[config.mk]
export PLATFORM = sky130hd
export DESIGN_NAME = mult_share_arb
export DESIGN_NICKNAME = d
export VERILOG_FILES = /design/src/rtl/mult_pkg.sv /design/src/rtl/rr_arbiter.sv /design/src/rtl/mult_share_arb.sv
export SDC_FILE = /design/constraint.sdc
export NUM_CORES = 1
export LEC_CHECK = 0
export CAP_MARGIN = 20
export CORE_MARGIN = 8
export CORE_UTILIZATION = 30
export CTS_CLUSTER_DIAMETER = 120
export DETAILED_ROUTE_END_ITERATION = 10
export PLACE_DENSITY = 0.5
export REMOVE_ABC_BUFFERS = 1
export SKIP_CTS_REPAIR_TIMING = 1
export SYNTH_ARGS = -nofsm -noshare
export SYNTH_HDL_FRONTEND = slang
export SYNTH_SLANG_ARGS = --single-unit
[constraint.sdc]
create_clock -name clk -period 11.03 [get_ports clk]
set_input_delay 1.103 -clock clk [delete_from_list [all_inputs] [get_ports clk]]
set_output_delay 1.103 -clock clk [all_outputs]
set_load 0.01 [all_outputs]
[src/rtl/mult_pkg.sv]
// Shared definitions for the shared-multiplier arbiter.
//   OPW   : operand width of the shared multiplier
//   PRW   : full unsigned product width
//   IDW   : requester index width carried with each operation
//   tag_t : per-stage tag travelling alongside the multiplier latency
package mult_pkg;

  localparam int unsigned OPW = 65;
  localparam int unsigned PRW = 130;
  localparam int unsigned IDW = 3;

  typedef struct packed {
    logic           valid;
    logic [IDW-1:0] id;
  } tag_t;

endpackage

[src/rtl/rr_arbiter.sv]
// Pointer-based round-robin arbiter.
// The search starts at the index after the last granted one and wraps around.
// The pointer moves only when 'advance' reports that the grant was accepted.
// Build option MULT_ARB_PRIO0_EN: requester 0 has strict priority, and the
// round-robin runs among requesters 1..NREQ-1.
//
// Ports:
//   clk, reset : clock, asynchronous active-high reset
//   req        : request vector
//   advance    : the current grant was taken; the pointer moves to it
//   gnt        : one-hot grant, or zero when nothing is requested
//   gnt_id     : index of the granted requester
//   gnt_any    : some requester is granted
module rr_arbiter
  import mult_pkg::*;
#(
  parameter int unsigned NREQ = 4
) (
  input  logic            clk,
  input  logic            reset,
  input  logic [NREQ-1:0] req,
  input  logic            advance,
  output logic [NREQ-1:0] gnt,
  output logic [IDW-1:0]  gnt_id,
  output logic            gnt_any
);

  logic [IDW-1:0]  last_q;
  logic [NREQ-1:0] rr_req;

  always_comb begin
    rr_req  = req;
`ifdef MULT_ARB_PRIO0_EN
    rr_req[0] = 1'b0;
`endif
    gnt_any = 1'b0;
    gnt_id  = '0;
    // Offset k = 1 is the first candidate after the last grant.
    for (int unsigned k = 1; k <= NREQ; k++) begin
      for (int unsigned j = 0; j < NREQ; j++) begin
        if (!gnt_any && rr_req[j] && (((32'(last_q) + k) % NREQ) == j)) begin
          gnt_any = 1'b1;
          gnt_id  = j[IDW-1:0];
        end
      end
    end
`ifdef MULT_ARB_PRIO0_EN
    if (req[0]) begin
      gnt_any = 1'b1;
      gnt_id  = '0;
    end
`endif
    for (int unsigned j = 0; j < NREQ; j++) begin
      gnt[j] = gnt_any && (gnt_id == j[IDW-1:0]);
    end
  end

  always_ff @(posedge clk or posedge reset) begin
    if (reset) begin
      // Start the pointer at the top so that requester 0 wins first.
      last_q <= IDW'(NREQ - 1);
    end else if (advance) begin
`ifdef MULT_ARB_PRIO0_EN
      // A priority grant to 0 does not disturb the rotation among 1..NREQ-1.
      if (gnt_id != '0) last_q <= gnt_id;
`else
      last_q <= gnt_id;
`endif
    end
  end

endmodule

[src/rtl/mult_share_arb.sv]
// NREQ requesters share one external pipelined 65x65 unsigned multiplier.
// Requesters are granted round-robin. A tag pipeline that matches the
// multiplier latency carries the requester id to the product. Products are
// queued in a result FIFO and handed out in issue order. Credit rule: issue
// only while in-flight + buffered < FIFO_DEPTH. This means a retiring
// product always finds room in the FIFO, and rsp_ready never reaches
// req_ready.
// Build option MULT_ARB_PRIO0_EN: requester 0 has strict priority.
//
// Ports:
//   clk, reset          : clock, asynchronous active-high reset
//   req_valid/req_ready : per-requester handshake (ready is one-hot or zero)
//   req_a, req_b        : flattened operands, requester i at [65i+64:65i]
//   mul_a, mul_b        : operands to the shared multiplier
//   mul_result          : product, valid MULT_LAT cycles after issue
//   rsp_valid/rsp_ready : response handshake
//   rsp_id, rsp_data    : owning requester and 130-bit product
module mult_share_arb
  import mult_pkg::*;
#(
  parameter int unsigned NREQ       = 4,
  parameter int unsigned MULT_LAT   = 3,
  parameter int unsigned FIFO_DEPTH = 8
) (
  input  logic                clk,
  input  logic                reset,
  input  logic [NREQ-1:0]     req_valid,
  output logic [NREQ-1:0]     req_ready,
  input  logic [NREQ*OPW-1:0] req_a,
  input  logic [NREQ*OPW-1:0] req_b,
  output logic [OPW-1:0]      mul_a,
  output logic [OPW-1:0]      mul_b,
  input  logic [PRW-1:0]      mul_result,
  output logic                rsp_valid,
  input  logic                rsp_ready,
  output logic [IDW-1:0]      rsp_id,
  output logic [PRW-1:0]      rsp_data
);

  localparam int unsigned PtrW = $clog2(FIFO_DEPTH);
  localparam int unsigned CntW = $clog2(FIFO_DEPTH + 1);
  localparam int unsigned OutW = $clog2(MULT_LAT + 1);

  if (NREQ < 2 || NREQ > 8) begin : g_bad_nreq
    $error("NREQ must be in 2..8");
  end
  if (MULT_LAT < 1 || MULT_LAT > 8) begin : g_bad_lat
    $error("MULT_LAT must be in 1..8");
  end
  if (FIFO_DEPTH < MULT_LAT + 1) begin : g_bad_depth
    $error("FIFO_DEPTH must be >= MULT_LAT+1");
  end

  // Arbitration and issue
  logic [NREQ-1:0] gnt;
  logic [IDW-1:0]  gnt_id;
  logic            gnt_any;
  logic            credit_ok;
  logic            xfer;
  logic [OutW-1:0] outstanding;
  logic [CntW-1:0] fifo_cnt_q;

  rr_arbiter #(
    .NREQ (NREQ)
  ) u_arb (
    .clk     (clk),
    .reset   (reset),
    .req     (req_valid),
    .advance (xfer),
    .gnt     (gnt),
    .gnt_id  (gnt_id),
    .gnt_any (gnt_any)
  );

  assign credit_ok = (32'(outstanding) + 32'(fifo_cnt_q)) < FIFO_DEPTH;
  // Gating with reset keeps req_ready low for the whole time reset is asserted.
  assign xfer      = gnt_any && credit_ok && !reset;
  assign req_ready = {NREQ{xfer}} & gnt;

  // Operand mux; hold the last issued operands when idle.
  logic [OPW-1:0] sel_a, sel_b;
  logic [OPW-1:0] mul_a_q, mul_b_q;

  always_comb begin
    sel_a = '0;
    sel_b = '0;
    for (int unsigned j = 0; j < NREQ; j++) begin
      if (gnt_id == j[IDW-1:0]) begin
        sel_a = req_a[j*OPW +: OPW];
        sel_b = req_b[j*OPW +: OPW];
      end
    end
    mul_a = xfer ? sel_a : mul_a_q;
    mul_b = xfer ? sel_b : mul_b_q;
  end

  always_ff @(posedge clk or posedge reset) begin
    if (reset) begin
      mul_a_q <= '0;
      mul_b_q <= '0;
    end else begin
      mul_a_q <= mul_a;
      mul_b_q <= mul_b;
    end
  end

  // Tag pipeline aligned with the multiplier latency
  tag_t tag_q [MULT_LAT];
  logic push;
  logic pop;

  always_ff @(posedge clk or posedge reset) begin
    if (reset) begin
      for (int unsigned s = 0; s < MULT_LAT; s++) tag_q[s] <= '0;
    end else begin
      tag_q[0].valid <= xfer;
      tag_q[0].id    <= gnt_id;
      for (int unsigned s = 1; s < MULT_LAT; s++) tag_q[s] <= tag_q[s-1];
    end
  end

  // In-flight count is the number of valid tag stages.
  always_comb begin
    outstanding = '0;
    for (int unsigned s = 0; s < MULT_LAT; s++) begin
      outstanding = outstanding + OutW'(tag_q[s].valid);
    end
  end

  assign push = tag_q[MULT_LAT-1].valid;

  // Result FIFO. The credit rule keeps push-when-full from ever happening.
  logic [PRW-1:0]  fifo_data [FIFO_DEPTH];
  logic [IDW-1:0]  fifo_id   [FIFO_DEPTH];
  logic [PtrW-1:0] wr_ptr_q, rd_ptr_q;

  function automatic logic [PtrW-1:0] ptr_inc(input logic [PtrW-1:0] ptr);
    return (ptr == PtrW'(FIFO_DEPTH - 1)) ? '0 : ptr + PtrW'(1);
  endfunction

  assign pop = rsp_valid && rsp_ready;

  always_ff @(posedge clk) begin
    if (push) begin
      fifo_data[wr_ptr_q] <= mul_result;
      fifo_id[wr_ptr_q]   <= tag_q[MULT_LAT-1].id;
    end
  end

  always_ff @(posedge clk or posedge reset) begin
    if (reset) begin
      wr_ptr_q   <= '0;
      rd_ptr_q   <= '0;
      fifo_cnt_q <= '0;
    end else begin
      if (push) wr_ptr_q <= ptr_inc(wr_ptr_q);
      if (pop)  rd_ptr_q <= ptr_inc(rd_ptr_q);
      case ({push, pop})
        2'b10:   fifo_cnt_q <= fifo_cnt_q + CntW'(1);
        2'b01:   fifo_cnt_q <= fifo_cnt_q - CntW'(1);
        default: fifo_cnt_q <= fifo_cnt_q;
      endcase
    end
  end

  // Head is forced to zero when empty so that idle outputs are defined.
  assign rsp_valid = (fifo_cnt_q != '0);
  assign rsp_id    = rsp_valid ? fifo_id[rd_ptr_q]   : '0;
  assign rsp_data  = rsp_valid ? fifo_data[rd_ptr_q] : '0;

endmodule

==> out/results.ini <==
[run_status]
outcome = completed

[worst_hold_path]
timing.hold.worst.class = register to register

[worst_setup_path]
critical_path.endpoint_type = output pin
worst-endpoint-required_ps = 9930
path_common_cell = sky130_fd_sc_hd__buf_4
crit_path_top_delay_cell = sky130_fd_sc_hd__buf_4
start_kind = register
crit_fanout = 132
cp.arrival_ps = 5670
path_cells = fa_1, ha_1, a31oi_1, o211ai_4, buf_4, a21oi_4, buf_12, nor2b_4, buf_4, a211o_1, clkdlybuf4s50_1
slowest_delay_ps = 670
r2r_setup_slk_ps = 6600
path_class = register to output pin

[clock_network]
h-tree-depth = 4
insertion_delay_ps = 740
cts_tree = built
cts-root-buf = sky130_fd_sc_hd__clkbuf_16
path_clk_slew_ps = 50
cts-buffers-inserted = 140
clockBufferDepth = 3
numClockSinks = 1207

[grt]
via_count_of_the_first_global_routing_pass = 30800
grt_antenna_before_repair = 53
overflow_left_after_global_routing = 0
gr-usage-all-layers_pct = 19.0
grt_start_max_net_pins = 134
grt_pass1_wl_mm = 240

[drt]
avgRoutedWirePerCell_um = 29.6
antenna_left = 0
detail_route.iter0.violations = 2622
route.detailed.vias_per_inst = 5.00
total_wire_length_after_detailed_routing_mm = 172
remaining_routing_drc_violations = 0
number_of_iterations_in_the_first_detailed_routing_pass = 10
routed-via-count = 29100

[yosys]
syn_avg_cell_area_um2 = 18.7
synth.cells.most_frequent = 1056 x sky130_fd_sc_hd__edfxtp_1, 264 x sky130_fd_sc_hd__mux4_2, 149 x sky130_fd_sc_hd__dfrtp_1
synth_top_cells_by_area = sky130_fd_sc_hd__edfxtp_1 65%, sky130_fd_sc_hd__mux4_2 12%, sky130_fd_sc_hd__dfrtp_1 7.7%, sky130_fd_sc_hd__mux2i_1 2.8%, sky130_fd_sc_hd__a222oi_1 1.4%
synth_async_sr_flop_share_pct = 12.5
yosysSeqAreaShare_pct = 73.1
synth_edf_count = 1056
yosys.cell_types.count = 49
netlist_instances = 2598
yosys_warnings = 0
post_synth_top_area_share_pct = 65.3
yosys.cell_count.top_type = sky130_fd_sc_hd__edfxtp_1
yosys_register_bits = 1207
postSynth.topFlopCell = sky130_fd_sc_hd__edfxtp_1
post_synth_instance_area_um2 = 48500
synth_area_leader_cell = sky130_fd_sc_hd__edfxtp_1

[pwr]
total_leakage_power_nw = 22.1
worst_ir_drop_on_vdd_mv = 0.166
power.total_mw = 16.9
p_per_area_nw_per_um2 = 261

[job]
cap_viol_max_count = 0

[timing]
setup_tns_ps = 0
clock-skew-final_ps = 32.3
finalWorstPathRequiredPeriod_ps = 6770
finalHoldViolCount = 0
slew_viol_final = 0
layout_worst_path_cycle_share_pct = 61.4
worst-slew-pin-transition_ps = 1070
setup-violations-final = 0
timing.max_slew.rel_slack_pct = 28.6
fmax_mhz = 148
setup_repair_after_global_routing_missed_its_margin = no

[cells_and_area]
final_design_area_no_fill_um2 = 64600
drive_gt1_share_pct = 15.0
area_delta_synth_final_pct = 33.1
num-nets-final = 4195
final_layout_fill_cell_count = 14700

[placed_design]
post_dp_cell_area_um2 = 60300
hpwl_mm = 112
portBuffers = 923
gp_congestion = 0.875

[floorplan]
ios = 925
core.rowCount = 147
core_area_um2 = 161000
die_height_um = 418
dieWidth_um = 418
die-area_um2 = 175000
floorplan.initialDensity_pct = 30.2

-- layout by cell type, fill, tap and decap left out, types with 70 or more instances in the layout --
master,instances
sky130_fd_sc_hd__mux4_2,264
sky130_fd_sc_hd__nor2_1,138
sky130_fd_sc_hd__clkdlybuf4s50_1,923
sky130_fd_sc_hd__dfrtp_1,146
sky130_fd_sc_hd__nand2_1,126
sky130_fd_sc_hd__clkbuf_16,141
sky130_fd_sc_hd__mux2i_1,134
sky130_fd_sc_hd__a21oi_1,75
sky130_fd_sc_hd__o22ai_1,70
sky130_fd_sc_hd__edfxtp_1,1056
-- cells by family (layout without fill, tap and decap cells) --
group           Yosys count  in the layout  share of synthesized area [%]
flops                  1207           1207                           73.1
other cells               1             24                        0.00773
simple gates            358            358                           3.22
compound gates          411            411                           6.19
fa+ha+maj                10             10                          0.289
buf+inv                 202           1235                           1.93
xor+xnor                  4              4                         0.0722
mux                     405            405                           15.2
-- layer usage --
| layer | GRT usage (%) | part of all wire (%) | vias up |
|---|---|---|---|
| met5 | 0 | 0.020 | - |
| met4 | 7.05 | 3.4 | 6 |
| met3 | 4.98 | 6.6 | 290 |
| met2 | 33.6 | 52 | 1087 |
| met1 | 22.3 | 38 | 15100 |
| li1 | - | - | 12600 |
-- state kept, by name, indices dropped and copies added, names as in the netlist --
| name | count |
|---|---|
| fifo_data | 1040 |
| mul_a_q | 65 |
| mul_b_q | 65 |
| fifo_id | 16 |
| tag_q | 8 |
| fifo_cnt_q | 4 |
| rd_ptr_q | 3 |
| wr_ptr_q | 3 |
| u_arb.last_q | 2 |
| push | 1 |
-- power breakdown --
group	internal [mW]	switching (mW)	total [mW]	leakage, nW
combinational	3.17	3.42	6.59	8.66
sequential	5.65	0.289	5.94	11.3
clock	2.50	1.86	4.36	2.10
-- final cells by class --
class                      count  area [µm²]  share of cell area (%)
clock buffer                 167        3630                    5.61
timing repair buffer         978        9770                    15.1
antenna                       23        57.6                  0.0891
tap                         2160        2700                    4.18
inverter                      12        55.1                  0.0852
sequential                  1207       35500                    55.0
multi-input combinational   1189       12200                    18.9
clock inverter                78         661                    1.02
-- critical path, delay by kind of cell, from the launching register on --
kind / cells / cell delay, ps
simple gates: 1 / 280
buf+inv: 4 / 1910
compound gates: 4 / 1190
fa+ha+maj: 2 / 730
flops: 1 / 460
-- final timing paths --
kind                                           start                    end  depth (start not counted)
setup / recovery           fifo_cnt_q[0]$_DFFE_PP0P_              mul_b[35]                         11
hold / removal                    tag_q[4]$_DFF_PP0_     tag_q[0]$_DFF_PP0_                          0
setup reg to reg           fifo_cnt_q[0]$_DFFE_PP0P_  mul_b_q[35]$_DFF_PP0_                         10
hold reg to reg                   tag_q[4]$_DFF_PP0_     tag_q[0]$_DFF_PP0_                          0
max in group asynchronous                      reset  mul_a_q[11]$_DFF_PP0_                          3
min in group asynchronous                      reset   mul_b_q[0]$_DFF_PP0_                          2
-- per-stage QoR --
stage	util, %	setup WS (ps)	cells	hold slack [ps]
2_1_floorplan	-	-1650	2408	331
3_3_place_gp	37.5	4760	5542	332
3_5_place_dp	37.5	4780	5546	336
4_1_cts	40.2	4230	5791	349
5_1_grt	40.2	4190	5808	359
6_report	40.2	4260	5814	346
Note: power is estimated with default switching activity, not from simulation.
